### config.mk
export PLATFORM = sky130hd
export DESIGN_NAME = led_array_ctrl
export DESIGN_NICKNAME = d
export VERILOG_FILES = /design/src/rtl/led_ctrl_pkg.sv /design/src/rtl/led_array_ctrl_serial_frame_rx.sv /design/src/rtl/led_array_ctrl.sv
export SDC_FILE = /design/constraint.sdc
export NUM_CORES = 1
export LEC_CHECK = 0
export CAP_MARGIN = 20
export CORE_MARGIN = 4
export CORE_UTILIZATION = 54
export DETAILED_ROUTE_END_ITERATION = 10
export GPL_TIMING_DRIVEN = 0
export PLACE_DENSITY = 0.75
export SLEW_MARGIN = 20
export SYNTH_ARGS = -nofsm -noshare
export SYNTH_HDL_FRONTEND = slang
export SYNTH_SLANG_ARGS = --single-unit
export TNS_END_PERCENT = 30
### constraint.sdc
create_clock -name CLK -period 2 [get_ports CLK]
set_clock_uncertainty 0.2 [all_clocks]
set_input_delay 0.4 -clock CLK [delete_from_list [all_inputs] [get_ports CLK]]
set_output_delay 0.4 -clock CLK [all_outputs]
set_load 0.1 [all_outputs]
### src/rtl/led_ctrl_pkg.sv
// rtl/led_ctrl_pkg.sv - shared opcodes, frame geometry and defaults for the LED array controller
package led_ctrl_pkg;

    localparam int OPC_W          = 3;
    localparam int ADDR_W_DEF     = 5;
    localparam int BCAST_ADDR_DEF = 31;

    typedef enum logic [OPC_W-1:0] {
        OP_OFF        = 3'd0,
        OP_ON         = 3'd1,
        OP_BLINK_SLOW = 3'd2,
        OP_BLINK_FAST = 3'd3,
        OP_PAT        = 3'd4,
        OP_PAT_N      = 3'd5,
        OP_DIM        = 3'd6,
        OP_RESERVED   = 3'd7
    } led_mode_e;

    function automatic int frame_w(input int addr_w);
        return OPC_W + addr_w;
    endfunction

endpackage

### src/rtl/led_array_ctrl_serial_frame_rx.sv
// rtl/led_array_ctrl_serial_frame_rx.sv - host serial frame receiver: synchronisers, shift register, bit count
module serial_frame_rx #(
    parameter int FRAME_W = 8
) (
    input  logic               clk_i,
    input  logic               resetn_i,
    input  logic               sclk_i,
    input  logic               data_i,
    input  logic               latch_i,
    output logic               dout_o,
    output logic               commit_o,
    output logic [FRAME_W-1:0] frame_o,
    output logic               len_ok_o
);

    localparam int                CNT_W    = $clog2(FRAME_W + 2);
    localparam logic [CNT_W-1:0]  CNT_FULL = CNT_W'(FRAME_W);
    localparam logic [CNT_W-1:0]  CNT_SAT  = CNT_W'(FRAME_W + 1);

    logic [2:0]         sclk_q;
    logic [2:0]         latch_q;
    logic [1:0]         data_q;
    logic [1:0]         warm_q;
    logic [FRAME_W-1:0] sr_q, sr_d;
    logic [CNT_W-1:0]   cnt_q, cnt_d;

    logic armed, sclk_rise, latch_rise, shift_en;

    // Edges stay masked until the edge flops have caught up with the synchronised
    // pins, so a LATCH held high across reset release never commits.
    assign armed      = (warm_q == 2'd3);
    assign sclk_rise  = armed & sclk_q[1] & ~sclk_q[2];
    assign latch_rise = armed & latch_q[1] & ~latch_q[2];
    assign shift_en   = sclk_rise & ~latch_q[1];

    always_comb begin
        sr_d  = sr_q;
        cnt_d = cnt_q;
        if (latch_rise) begin
            cnt_d = '0;
        end else if (shift_en) begin
            sr_d = {sr_q[FRAME_W-2:0], data_q[1]};
            if (cnt_q != CNT_SAT) begin
                cnt_d = cnt_q + 1'b1;
            end
        end
    end

    always_ff @(posedge clk_i) begin
        if (!resetn_i) begin
            sclk_q  <= '0;
            latch_q <= '0;
            data_q  <= '0;
            warm_q  <= '0;
            sr_q    <= '0;
            cnt_q   <= '0;
        end else begin
            sclk_q  <= {sclk_q[1:0], sclk_i};
            latch_q <= {latch_q[1:0], latch_i};
            data_q  <= {data_q[0], data_i};
            if (!armed) begin
                warm_q <= warm_q + 1'b1;
            end
            sr_q  <= sr_d;
            cnt_q <= cnt_d;
        end
    end

    assign dout_o   = sr_q[FRAME_W-1];
    assign commit_o = latch_rise;
    assign frame_o  = sr_q;
    assign len_ok_o = (cnt_q == CNT_FULL);

endmodule

### src/rtl/led_array_ctrl.sv
// rtl/led_array_ctrl.sv - LED array controller: frame decode, per-channel mode array, timebase, output mux
module led_array_ctrl
    import led_ctrl_pkg::*;
#(
    parameter int NUM_LEDS   = 23,
    parameter int ADDR_W     = ADDR_W_DEF,
    parameter int TB_W       = 20,
    parameter int BCAST_ADDR = BCAST_ADDR_DEF
) (
    input  logic                CLK,
    input  logic                RESET,
    input  logic                SCLK,
    input  logic                DATA,
    input  logic                LATCH,
    input  logic                PATTERN,
    output logic [NUM_LEDS-1:0] LED,
    output logic                DOUT,
    output logic                FRAME_OK,
    output logic                FRAME_ERR
);

    localparam int                FRAME_W = frame_w(ADDR_W);
    localparam logic [ADDR_W-1:0] NUM_A   = ADDR_W'(NUM_LEDS);
    localparam logic [ADDR_W-1:0] BCAST_A = ADDR_W'(BCAST_ADDR);

    logic               commit, len_ok;
    logic [FRAME_W-1:0] frame;
    logic [OPC_W-1:0]   opcode;
    logic [ADDR_W-1:0]  addr;

    led_mode_e          mode_q [NUM_LEDS];
    led_mode_e          mode_d [NUM_LEDS];
    logic [TB_W-1:0]    tb_q;
    logic [1:0]         pat_q;
    logic [NUM_LEDS-1:0] led_d;
    logic               ok_d, err_d;
    logic               slow, fast, dim;

    serial_frame_rx #(.FRAME_W(FRAME_W)) u_rx (
        .clk_i    (CLK),
        .resetn_i (RESET),
        .sclk_i   (SCLK),
        .data_i   (DATA),
        .latch_i  (LATCH),
        .dout_o   (DOUT),
        .commit_o (commit),
        .frame_o  (frame),
        .len_ok_o (len_ok)
    );

    assign opcode = frame[FRAME_W-1 -: OPC_W];
    assign addr   = frame[ADDR_W-1:0];

    always_comb begin
        mode_d = mode_q;
        ok_d   = 1'b0;
        err_d  = 1'b0;
        if (commit) begin
            if (len_ok && addr == BCAST_A) begin
                for (int i = 0; i < NUM_LEDS; i++) begin
                    mode_d[i] = led_mode_e'(opcode);
                end
                ok_d = 1'b1;
            end else if (len_ok && addr < NUM_A) begin
                for (int i = 0; i < NUM_LEDS; i++) begin
                    if (addr == ADDR_W'(i)) begin
                        mode_d[i] = led_mode_e'(opcode);
                    end
                end
                ok_d = 1'b1;
            end else begin
                err_d = 1'b1;
            end
        end
    end

    assign slow = tb_q[TB_W-1];
    assign fast = tb_q[TB_W-3];
    assign dim  = (tb_q[1:0] == 2'b00);

    always_comb begin
        led_d = '0;
        for (int i = 0; i < NUM_LEDS; i++) begin
            case (mode_q[i])
                OP_OFF:        led_d[i] = 1'b0;
                OP_ON:         led_d[i] = 1'b1;
                OP_BLINK_SLOW: led_d[i] = slow;
                OP_BLINK_FAST: led_d[i] = fast;
                OP_PAT:        led_d[i] = pat_q[1];
                OP_PAT_N:      led_d[i] = ~pat_q[1];
                OP_DIM:        led_d[i] = dim;
                default:       led_d[i] = 1'b0;
            endcase
        end
    end

    always_ff @(posedge CLK) begin
        if (!RESET) begin
            mode_q    <= '{default: OP_OFF};
            LED       <= '0;
            FRAME_OK  <= 1'b0;
            FRAME_ERR <= 1'b0;
            tb_q      <= '0;
            pat_q     <= '0;
        end else begin
            mode_q    <= mode_d;
            LED       <= led_d;
            FRAME_OK  <= ok_d;
            FRAME_ERR <= err_d;
            tb_q      <= tb_q + 1'b1;
            pat_q     <= {pat_q[0], PATTERN};
        end
    end

endmodule

==> results_dict.tcl, run 1 <==
set metrics [dict create \
    outcome "finished, violations left" \
    failed_checks "negative setup slack" \
    mostFrequentLayoutCell "sky130_fd_sc_hd__nand2_1" \
    drcViolationCount 0 \
    p_leak_nw 3.169 \
    cts-root-buf "sky130_fd_sc_hd__clkbuf_16" \
    insertedDiodeCount 0 \
    postSynthRegisterBits 138 \
    final_nets 810 \
    synth_cell_type_count 46 \
    yosys_warnings 0 \
    grt.met3_usage_pct 6.679 \
    layout_setup_ws_ns -0.05509 \
    cp-end-kind "register" \
    ys_seq_area_share_pct 42.48 \
    worstSkewPairLatency_ns 0.42 \
    ctsLongestPathBuffers 2 \
    arrival_ns 2.19 \
    place.gp.congestion 0.9414 \
    tritoncts_sinks 138 \
    detail_route.vias_per_cell 5.768 \
    htree_levels 4 \
    route.vias.total 5503 \
    antenna_found_initial 0 \
    post-route-util_pct 67.86 \
    max_freq_mhz 486.6 \
    rsz0062_at_grt "yes" \
    route.antenna.remaining_nets 0 \
    gr-max-usage-layer "met2" \
    fill_cell_count 931 \
    global_route_wire_length_before_repair_mm 27.10 \
    dp.final_hpwl_mm 11.15 \
    post_drt_wl_per_cell_um 17.46 \
    yosys.area.top_type_share_pct 42.48 \
    dominantRegCellSynth "sky130_fd_sc_hd__dfxtp_1" \
    boundaryPins 32 \
    most-common-layout-cells "sky130_fd_sc_hd__nand2_1, sky130_fd_sc_hd__dfxtp_1, sky130_fd_sc_hd__mux2i_1" \
    report.final.hold_viol_count 0 \
    crit_path_top_delay_cell "sky130_fd_sc_hd__dfxtp_2" \
    timing_worst_slew_pin_value_ns 0.8060 \
    cts_tree "built" \
    yosys-top-cells-area "sky130_fd_sc_hd__dfxtp_1, sky130_fd_sc_hd__mux2i_1, sky130_fd_sc_hd__nand2_1" \
    hold_slack_ns 0.2348 \
    global_route.usage.met1_pct 29.32 \
    start_kind "register" \
    final-max-slew-violation-count 0 \
    syn_nets 757 \
    count_of_flip_flops_with_a_built_in_enable_after_synthesis 0 \
    place.port_buffers 30 \
    final-seq-area_mm2 0.002771 \
    max-cap-violations 0 \
    grt_max_degree 17 \
    netlist.top_cell.by_area "sky130_fd_sc_hd__dfxtp_1" \
    mappedNetlistArea_mm2 0.006504 \
    drive_above_1_share_pct 18.00 \
    area_growth_syn_to_layout_pct 21.18 \
    cts_inserted_buffers 17 \
    fp.dieArea_mm2 0.01386 \
    totalPowerFinal_w 0.006498 \
    cts.clk_slew.worst_paths_ns 0.06 \
    floorplan.die.height_um 117.7 \
    grt_util_all_layers_pct 24.37 \
    finalCritPeriodShare_pct 102.8 \
    crit_chain "inv_2, ha_1, and3b_2, and2_4, buf_8, nand3_1, mux2i_1" \
    detail_route.wirelength_mm 16.66 \
    hold_path_class "input pin to register" \
    cp_max_fo 10 \
    floorplan.rows 39 \
    groute.layer.met2.usage_pct 41.72 \
    finish.instance_area_mm2 0.007881 \
    finalWorstPathRequiredPeriod_ns 2.055 \
    die_w_um 117.7 \
    critical_path_required_ns 2.13 \
    power.density_cell_area_mw_per_mm2 824.5 \
    multi_input_area_mm2 0.003543 \
    avgSynthCellArea_um2 8.730 \
    critPathMaxStageDelay_ns 0.37 \
    grt_pass1_vias 5434 \
    floorplan.initialDensity_pct 56.00 \
    global_route.overflow_total 0 \
    critical_path_class "register to register" \
    core_region_area_mm2 0.01161 \
    postSynth.asyncResetShare_pct 0 \
    postPlaceCellArea_mm2 0.006983 \
    syn_inst 745 \
    finalSetupViolations 2 \
    drtIter0Drc 404 \
    irDropWorstVdd_uv 648.0 \
    drt_first_pass_iters 7 \
    max_slew_margin_pct 46.27 \
]
## layer usage
| metal | up-vias | part of all wire [%] |
|---|---|---|
| met5 | - | 0 |
| met4 | 0 | 1.7 |
| met3 | 34 | 5.4 |
| met2 | 182 | 50 |
| met1 | 2652 | 42 |
| li1 | 2635 | - |
## cells in the mapped netlist, drive strengths merged, types with 7 or more instances
library cell  number
buf               13
inv               29
o211a             23
nand2            177
o22ai              7
a21boi            15
nand4             10
or3                7
clkbuf            36
xnor2             13
and2              26
mux2i             71
o21ai             38
a21oi             45
dfxtp            138
mux2              24
nand3             19
nor3               8
## final cells by class
class                   count  area share (%)
flip-flops and latches    138           35.16
inverters                  29           1.381
well taps                 143           2.270
clock buffers              17           5.398
plain buffers              49           3.032
repair buffers             34           4.810
multi-input cells         529           44.96
clock inverters            15           2.985
## worst paths after layout
| path | startpoint | slack [ns] | endpoint | cells after the start |
|---|---|---|---|---|
| max | u_rx.cnt_q[0] | -0.06 | mode_q[62] | 7 |
| max reg2reg | u_rx.cnt_q[0] | -0.06 | mode_q[62] | 7 |
| min reg2reg | u_rx.data_q[0] | 0.24 | u_rx.data_q[1] | 1 |
| min | RESET | 0.23 | FRAME_ERR | 3 |
## state kept, by name, summed over array words and instances, names as in the netlist
name / cells
u_rx.latch_q: 3
pat_q: 2
u_rx.sclk_q: 3
mode_q: 69
u_rx.data_q: 2
u_rx.warm_q: 2
u_rx.cnt_q: 4
u_rx.frame_o: 8
tb_q: 20
FRAME_ERR: 1
FRAME_OK: 1
LED: 23
## where the power goes
part / internal [W] / total [W] / switching (W)
clock: 0.00224 / 0.00352 / 0.00128
sequential: 0.00278 / 0.00279 / 0.0000190
combinational: 0.0000674 / 0.000189 / 0.000121
total: 0.00508 / 0.00650 / 0.00142
## metrics by stage
stage	std cells	setup slack [ns]	setup TNS, ns
after floorplan	745	0.1485	0
after global placement	918	-0.1268	-2.213
after detailed placement	918	-0.1943	-7.172
after CTS	952	-0.06795	-0.3845
after global routing	954	-0.1053	-0.5031
final	954	-0.05509	-0.06001
## repair_timing
| action | 4_1_cts | 5_1_grt |
|---|---|---|
| gates resized for setup | 90 | 45 |
| setup endpoints to repair | 118 | 103 |
| setup buffers | 2 | 2 |
| hold endpoints to repair | 0 | 0 |
| pin swaps | 2 | 7 |
| hold buffers | 0 | 0 |
## worst max-delay path, delay by kind of cell (launching register included)
| family | cells | cell delay [ns] |
|---|---|---|
| fa+ha+maj | 1 | 0.18 |
| buf+inv | 2 | 0.19 |
| flops | 1 | 0.37 |
| mux | 1 | 0.29 |
| simple gates | 3 | 0.72 |
## kinds of logic after synthesis
| logic type | share of synthesized area, % |
|---|---|
| AOI/OAI and AO/OA | 13.56 |
| xor gates and xnor gates | 2.424 |
| adders and majority gates | 1.154 |
| buffers and inverters | 4.810 |
| DFF | 42.48 |
| muxes | 15.08 |
| and+or+nand+nor | 20.49 |
Power figures use the tool's default switching activity.
==> run 2: changes to the inputs <==
- SKIP_LAST_GASP: unset -> 1
==> results_dict.tcl, run 2 (synthesized netlist as in run 1, its figures left out) <==
set metrics [dict create \
    outcome "finished, violations left" \
    failed_checks "negative setup slack" \
    cts_tree "built" \
    ff2ff_setup_slack_ns -0.03 \
    layout_setup_ws_ns -0.03129 \
    floorplan.die.height_um 117.7 \
    post_drt_wl_per_cell_um 17.32 \
    arrival_ns 2.12 \
    htree_levels 4 \
    cp_max_fo 10 \
    rsz0062_at_grt "yes" \
    drtIter0Drc 374 \
    cts.clk_slew.worst_paths_ns 0.06 \
    totalPowerFinal_w 0.006489 \
    max-cap-violations 0 \
    drive_above_1_share_pct 16.09 \
    max_freq_mhz 492.3 \
    r2r_cells 6 \
    finalCritPeriodShare_pct 101.6 \
    place.port_buffers 30 \
    critPathMaxStageDelay_ns 0.40 \
    boundaryPins 32 \
    mostFrequentLayoutCell "sky130_fd_sc_hd__nand2_1" \
    worstSkewPairLatency_ns 0.43 \
    worst_hold_path.endpoint "FRAME_ERR" \
    floorplan.initialDensity_pct 56.00 \
    grt_util_all_layers_pct 24.36 \
    p_leak_nw 3.173 \
    start_kind "register" \
    post-route-util_pct 67.03 \
    floorplan.rows 39 \
    max_slew_margin_pct 47.26 \
    ctsLongestPathBuffers 2 \
    total_switching_power_w 0.001419 \
    area_growth_syn_to_layout_pct 19.70 \
    reg_to_reg_endpoint "mode_q[52]" \
    crit_chain "ha_4, and3b_2, and2_1, buf_4, nand4_1, mux2i_1" \
    number_of_flip_flops_under_the_largest_register_name 69 \
    critical_path_class "register to register" \
    top_regs "mode_q (69), LED (23), tb_q (20)" \
    place.gp.congestion 0.9414 \
    irDropWorstVdd_uv 650.6 \
    insertedDiodeCount 0 \
    timing_worst_slew_pin_value_ns 0.7911 \
    hold_path_class "input pin to register" \
    finalWorstPathRequiredPeriod_ns 2.031 \
    cts-root-buf "sky130_fd_sc_hd__clkbuf_16" \
    drcViolationCount 0 \
    final-max-slew-violation-count 0 \
    dp.final_hpwl_mm 11.15 \
    cts_inserted_buffers 17 \
    die_w_um 117.7 \
    crit_path_top_delay_cell "sky130_fd_sc_hd__dfxtp_1" \
    power.density_cell_area_mw_per_mm2 833.5 \
    critical_path_required_ns 2.09 \
    tritoncts_sinks 138 \
    hold-path-cell-count 3 \
    grt_max_degree 17 \
    p_seq_share_pct 43.0 \
    global_route.overflow_total 0 \
    combinationalPowerShare_pct 2.8 \
    grt_pass1_vias 5435 \
    gr-max-usage-layer "met2" \
    grt.met3_usage_pct 6.679 \
    report.final.hold_viol_count 0 \
    detail_route.wirelength_mm 16.47 \
    fp.dieArea_mm2 0.01386 \
    cp-end-kind "register" \
    final_nets 807 \
    most-common-layout-cells "sky130_fd_sc_hd__nand2_1, sky130_fd_sc_hd__dfxtp_1, sky130_fd_sc_hd__mux2i_1" \
    holdCritStartpoint "RESET" \
    finalSetupViolations 9 \
    antenna_found_initial 0 \
    clk_pwr_share_pct 54.2 \
    route.antenna.remaining_nets 0 \
    global_route_wire_length_before_repair_mm 27.10 \
    registers.top_by_ff_count "mode_q" \
    route.vias.total 5422 \
    worstReg2RegStart "u_rx.warm_q[0]" \
    power.share.switching_pct 21.86 \
    drt_first_pass_iters 7 \
    groute.layer.met2.usage_pct 41.68 \
    detail_route.vias_per_cell 5.701 \
    global_route.usage.met1_pct 29.32 \
    core_region_area_mm2 0.01161 \
    p_int_w 0.005070 \
]
run 2: worst max-delay path by stage:
stage | from | to | slack [ns] | cells after the start
finish | u_rx.warm_q[0] | mode_q[52] | -0.03 | 6
global route | u_rx.cnt_q[1] | mode_q[54] | -0.12 | 7
CTS | tb_q[0] | LED[2] | -0.07 | 7
detailed placement | u_rx.warm_q[0] | mode_q[14] | -0.19 | 6
global placement | u_rx.warm_q[0] | mode_q[6] | -0.13 | 6
floorplan | u_rx.warm_q[0] | mode_q[2] | 0.15 | 5
run 2: timing repair:
action | in CTS | in global routing
setup endpoints to repair | 118 | 104
setup buffers | 2 | 0
hold buffers | 0 | 0
pin swaps | 2 | 3
gates cloned | 0 | 0
resized for setup | 85 | 32
run 2: area by class of cell:
cell class / instances / area, um2
plain buffers: 48 / 220.2
clock buffers: 17 / 425.4
clock inverters: 15 / 235.2
fillers: 943 / 3829
inverters: 29 / 108.9
multi-input cells: 529 / 3505
flip-flops and latches: 138 / 2764
well taps: 143 / 178.9
repair buffers: 32 / 347.8
run 2: metrics by stage:
| stage | instances | setup TNS [ns] | worst slack, ns | hold WS [ns] | instance area [um2] |
|---|---|---|---|---|---|
| 2_1_floorplan | 745 | 0 | 0.1485 | 0.2119 | 6504 |
| 3_3_place_gp | 918 | -2.213 | -0.1268 | 0.2210 | 6983 |
| 3_5_place_dp | 918 | -7.172 | -0.1943 | 0.2225 | 6983 |
| 4_1_cts | 952 | -1.286 | -0.07413 | 0.2314 | 7716 |
| 5_1_grt | 951 | -2.470 | -0.1201 | 0.2397 | 7785 |
| 6_report | 951 | -0.1220 | -0.03129 | 0.2302 | 7785 |
run 2: routing by layer:
metal / vias to the layer above / share of wire (%)
met5: - / 0
met4: 0 / 1.4
met3: 22 / 5.3
met2: 157 / 50
met1: 2612 / 43
li1: 2631 / -
run 2: worst max-delay path, delay by kind of cell, from the launching register on:
family                   cells  cell delay (ns)
AND/OR/NAND/NOR              3             0.73
flip-flops                   1             0.40
multiplexers                 1             0.20
buffers and inverters        1             0.18
adder cells (fa/ha/maj)      1             0.19
run 2: power by group through the flow:
stage	clock, W	sequential, W	combinational (W)
finish	0.00352	0.00279	0.000180
global route	0.00368	0.00280	0.000196
global placement	0	0.00284	0.000166
CTS	0.00354	0.00279	0.000179
detailed placement	0	0.00285	0.000172
floorplan	0	0.00284	0.000107
==> run 3: changes to the inputs <==
- CORE_UTILIZATION: 54 -> 63
- PLACE_DENSITY: 0.75 -> 0.82
- clock period: 2 -> 2.6 ns (I/O delays scaled with it)
==> results_dict.tcl, run 3 (synthesized netlist as in run 1, its figures left out) <==
set metrics [dict create \
    registers.top_by_ff_count "mode_q" \
    postCtsSetupRepairBufs 0 \
    postCtsHoldBufs 0 \
    floorplan.die.height_um 109.6 \
    drive_above_1_share_pct 10.05 \
    die_w_um 109.6 \
    place.port_buffers 30 \
    multi_input_area_mm2 0.003428 \
    global_route_wire_length_before_repair_mm 26.96 \
    outcome "finished, violations left" \
    number_of_flip_flops_under_the_largest_register_name 69 \
    critPathMaxStageDelay_ns 1.13 \
    area_growth_syn_to_layout_pct 16.53 \
    irDropWorstVdd_uv 623.7 \
    hold_path_class "input pin to register" \
    fill_cell_count 692 \
    route.antenna.remaining_nets 0 \
    ctsLongestPathBuffers 2 \
    critical_path_class "register to output pin" \
    timing.critical_path.max_delay_family "buffers and inverters" \
    core_region_area_mm2 0.009910 \
    route.vias.total 5489 \
    crit_path_top_delay_cell "sky130_fd_sc_hd__clkdlybuf4s50_1" \
    critPathBufInv 1 \
    timing_worst_slew_pin_value_ns 0.9782 \
    boundaryPins 32 \
    post-route-util_pct 76.48 \
    drt_first_pass_iters 7 \
    post_drt_wl_per_cell_um 17.42 \
    power.share.switching_pct 20.68 \
    final-seq-area_mm2 0.002763 \
    cts_inserted_buffers 17 \
    floorplan.initialDensity_pct 65.63 \
    max_freq_mhz 369.5 \
    final_nets 806 \
    start_kind "register" \
    floorplan.rows 36 \
    power.density_cell_area_mw_per_mm2 625.4 \
    max-cap-violations 0 \
    finalWorstPathRequiredPeriod_ns 2.707 \
    place.gp.congestion 0.9724 \
    grt_pass1_vias 5518 \
    critical_path_required_ns 1.88 \
    cts.clk_slew.worst_paths_ns 0.06 \
    htree_levels 4 \
    filler_free_cell_count_of_the_finished_design 939 \
    cts_tree "built" \
    drcViolationCount 0 \
    post-place-cells 908 \
    p_leak_nw 3.203 \
    max_slew_margin_pct 34.68 \
    clk_pwr_share_pct 51.9 \
    failed_checks "negative setup slack" \
    p_seq_share_pct 45.2 \
    finalSetupViolations 14 \
    crit_chain "clkdlybuf4s50_1" \
    total_switching_power_w 0.0009802 \
    cp-end-kind "output pin" \
    antenna_found_initial 0 \
    global_route.overflow_total 0 \
    most-common-layout-cells "sky130_fd_sc_hd__nand2_1, sky130_fd_sc_hd__dfxtp_1, sky130_fd_sc_hd__mux2i_1" \
    layout_setup_ws_ns -0.1066 \
    mostFrequentLayoutCell "sky130_fd_sc_hd__nand2_1" \
    final-max-slew-violation-count 0 \
    fp.dieArea_mm2 0.01201 \
    worstSkewPairLatency_ns 0.54 \
    top_regs "mode_q (69), LED (23), tb_q (20)" \
    grt_max_degree 17 \
    arrival_ns 1.99 \
    combinationalPowerShare_pct 2.9 \
    grt_util_all_layers_pct 29.51 \
    detail_route.wirelength_mm 16.36 \
    p_int_w 0.003760 \
    detail_route.vias_per_cell 5.846 \
    cts-root-buf "sky130_fd_sc_hd__clkbuf_8" \
    finalCritPeriodShare_pct 104.1 \
    cp_max_fo 1 \
    drtIter0Drc 447 \
    rsz0062_at_grt "yes" \
    insertedDiodeCount 0 \
    tritoncts_sinks 138 \
    cts_resized 7 \
    dp.final_hpwl_mm 11.32 \
    report.final.hold_viol_count 0 \
]
-- run 3: cell types whose count changed in the layout (fill, tap and decap cells not counted), moves of 3 or more --
cell	delta
sky130_fd_sc_hd__clkdlybuf4s50_1	+14
sky130_fd_sc_hd__clkbuf_2	-8
sky130_fd_sc_hd__dlygate4sd2_1	+7
sky130_fd_sc_hd__nor3_4	-4
sky130_fd_sc_hd__clkinv_4	-3
sky130_fd_sc_hd__clkdlybuf4s15_2	-26
sky130_fd_sc_hd__clkbuf_1	+12
sky130_fd_sc_hd__buf_4	-4
sky130_fd_sc_hd__clkbuf_8	+6
sky130_fd_sc_hd__inv_6	-5
sky130_fd_sc_hd__nor3_2	+4
sky130_fd_sc_hd__dlymetal6s2s_1	+5
-- run 3: path summary, 6_finish.rpt --
check	from	endpoint	slack (ns)	cells past startpoint
worst max register to register	u_rx.warm_q[0]	mode_q[8]	0.36	6
worst min-delay path	RESET	mode_q[65]	0.23	3
worst max-delay path	LED[4]	LED[4]	-0.11	1
worst min register to register	u_rx.latch_q[0]	u_rx.latch_q[1]	0.23	1
-- run 3: final cells by class --
cell class | count | area share, %
multi-input cells | 529 | 45.24
plain buffers | 49 | 2.691
clock buffers | 25 | 6.521
clock inverters | 6 | 1.453
flip-flops and latches | 138 | 36.45
inverters | 29 | 1.436
well taps | 133 | 2.196
repair buffers | 30 | 4.012
-- run 3: layer usage --
layer / GRT usage (%) / wire length (um) / vias to the layer above
li1: - / - / 2638
met1: 34.99 / 6873 / 2607
met2: 49.17 / 7973 / 209
met3: 7.751 / 1141 / 35
met4: 15.05 / 372 / 0
met5: 0 / 0 / -
-- run 3: through the flow --
step	setup WS (ns)	total power, W	hold WS, ns	area (um2)	TNS, ns
after floorplan	0.7485	0.002271	0.2119	6504	0
after global placement	0.3977	0.002315	0.2145	6970	0
after detailed placement	0.3499	0.002327	0.2228	6970	0
after CTS	-0.1264	0.004759	0.2071	7566	-2.125
after global routing	-0.1518	0.004879	0.2530	7579	-1.958
final	-0.1066	0.004740	0.2255	7579	-1.150
-- run 3: power groups by stage --
stage	sequential [W]	clock (W)	combinational [W]
after CTS	0.00214	0.00248	0.000138
after floorplan	0.00219	0	0.0000826
final	0.00214	0.00246	0.000138
after global placement	0.00219	0	0.000127
after global routing	0.00215	0.00258	0.000150
after detailed placement	0.00219	0	0.000137
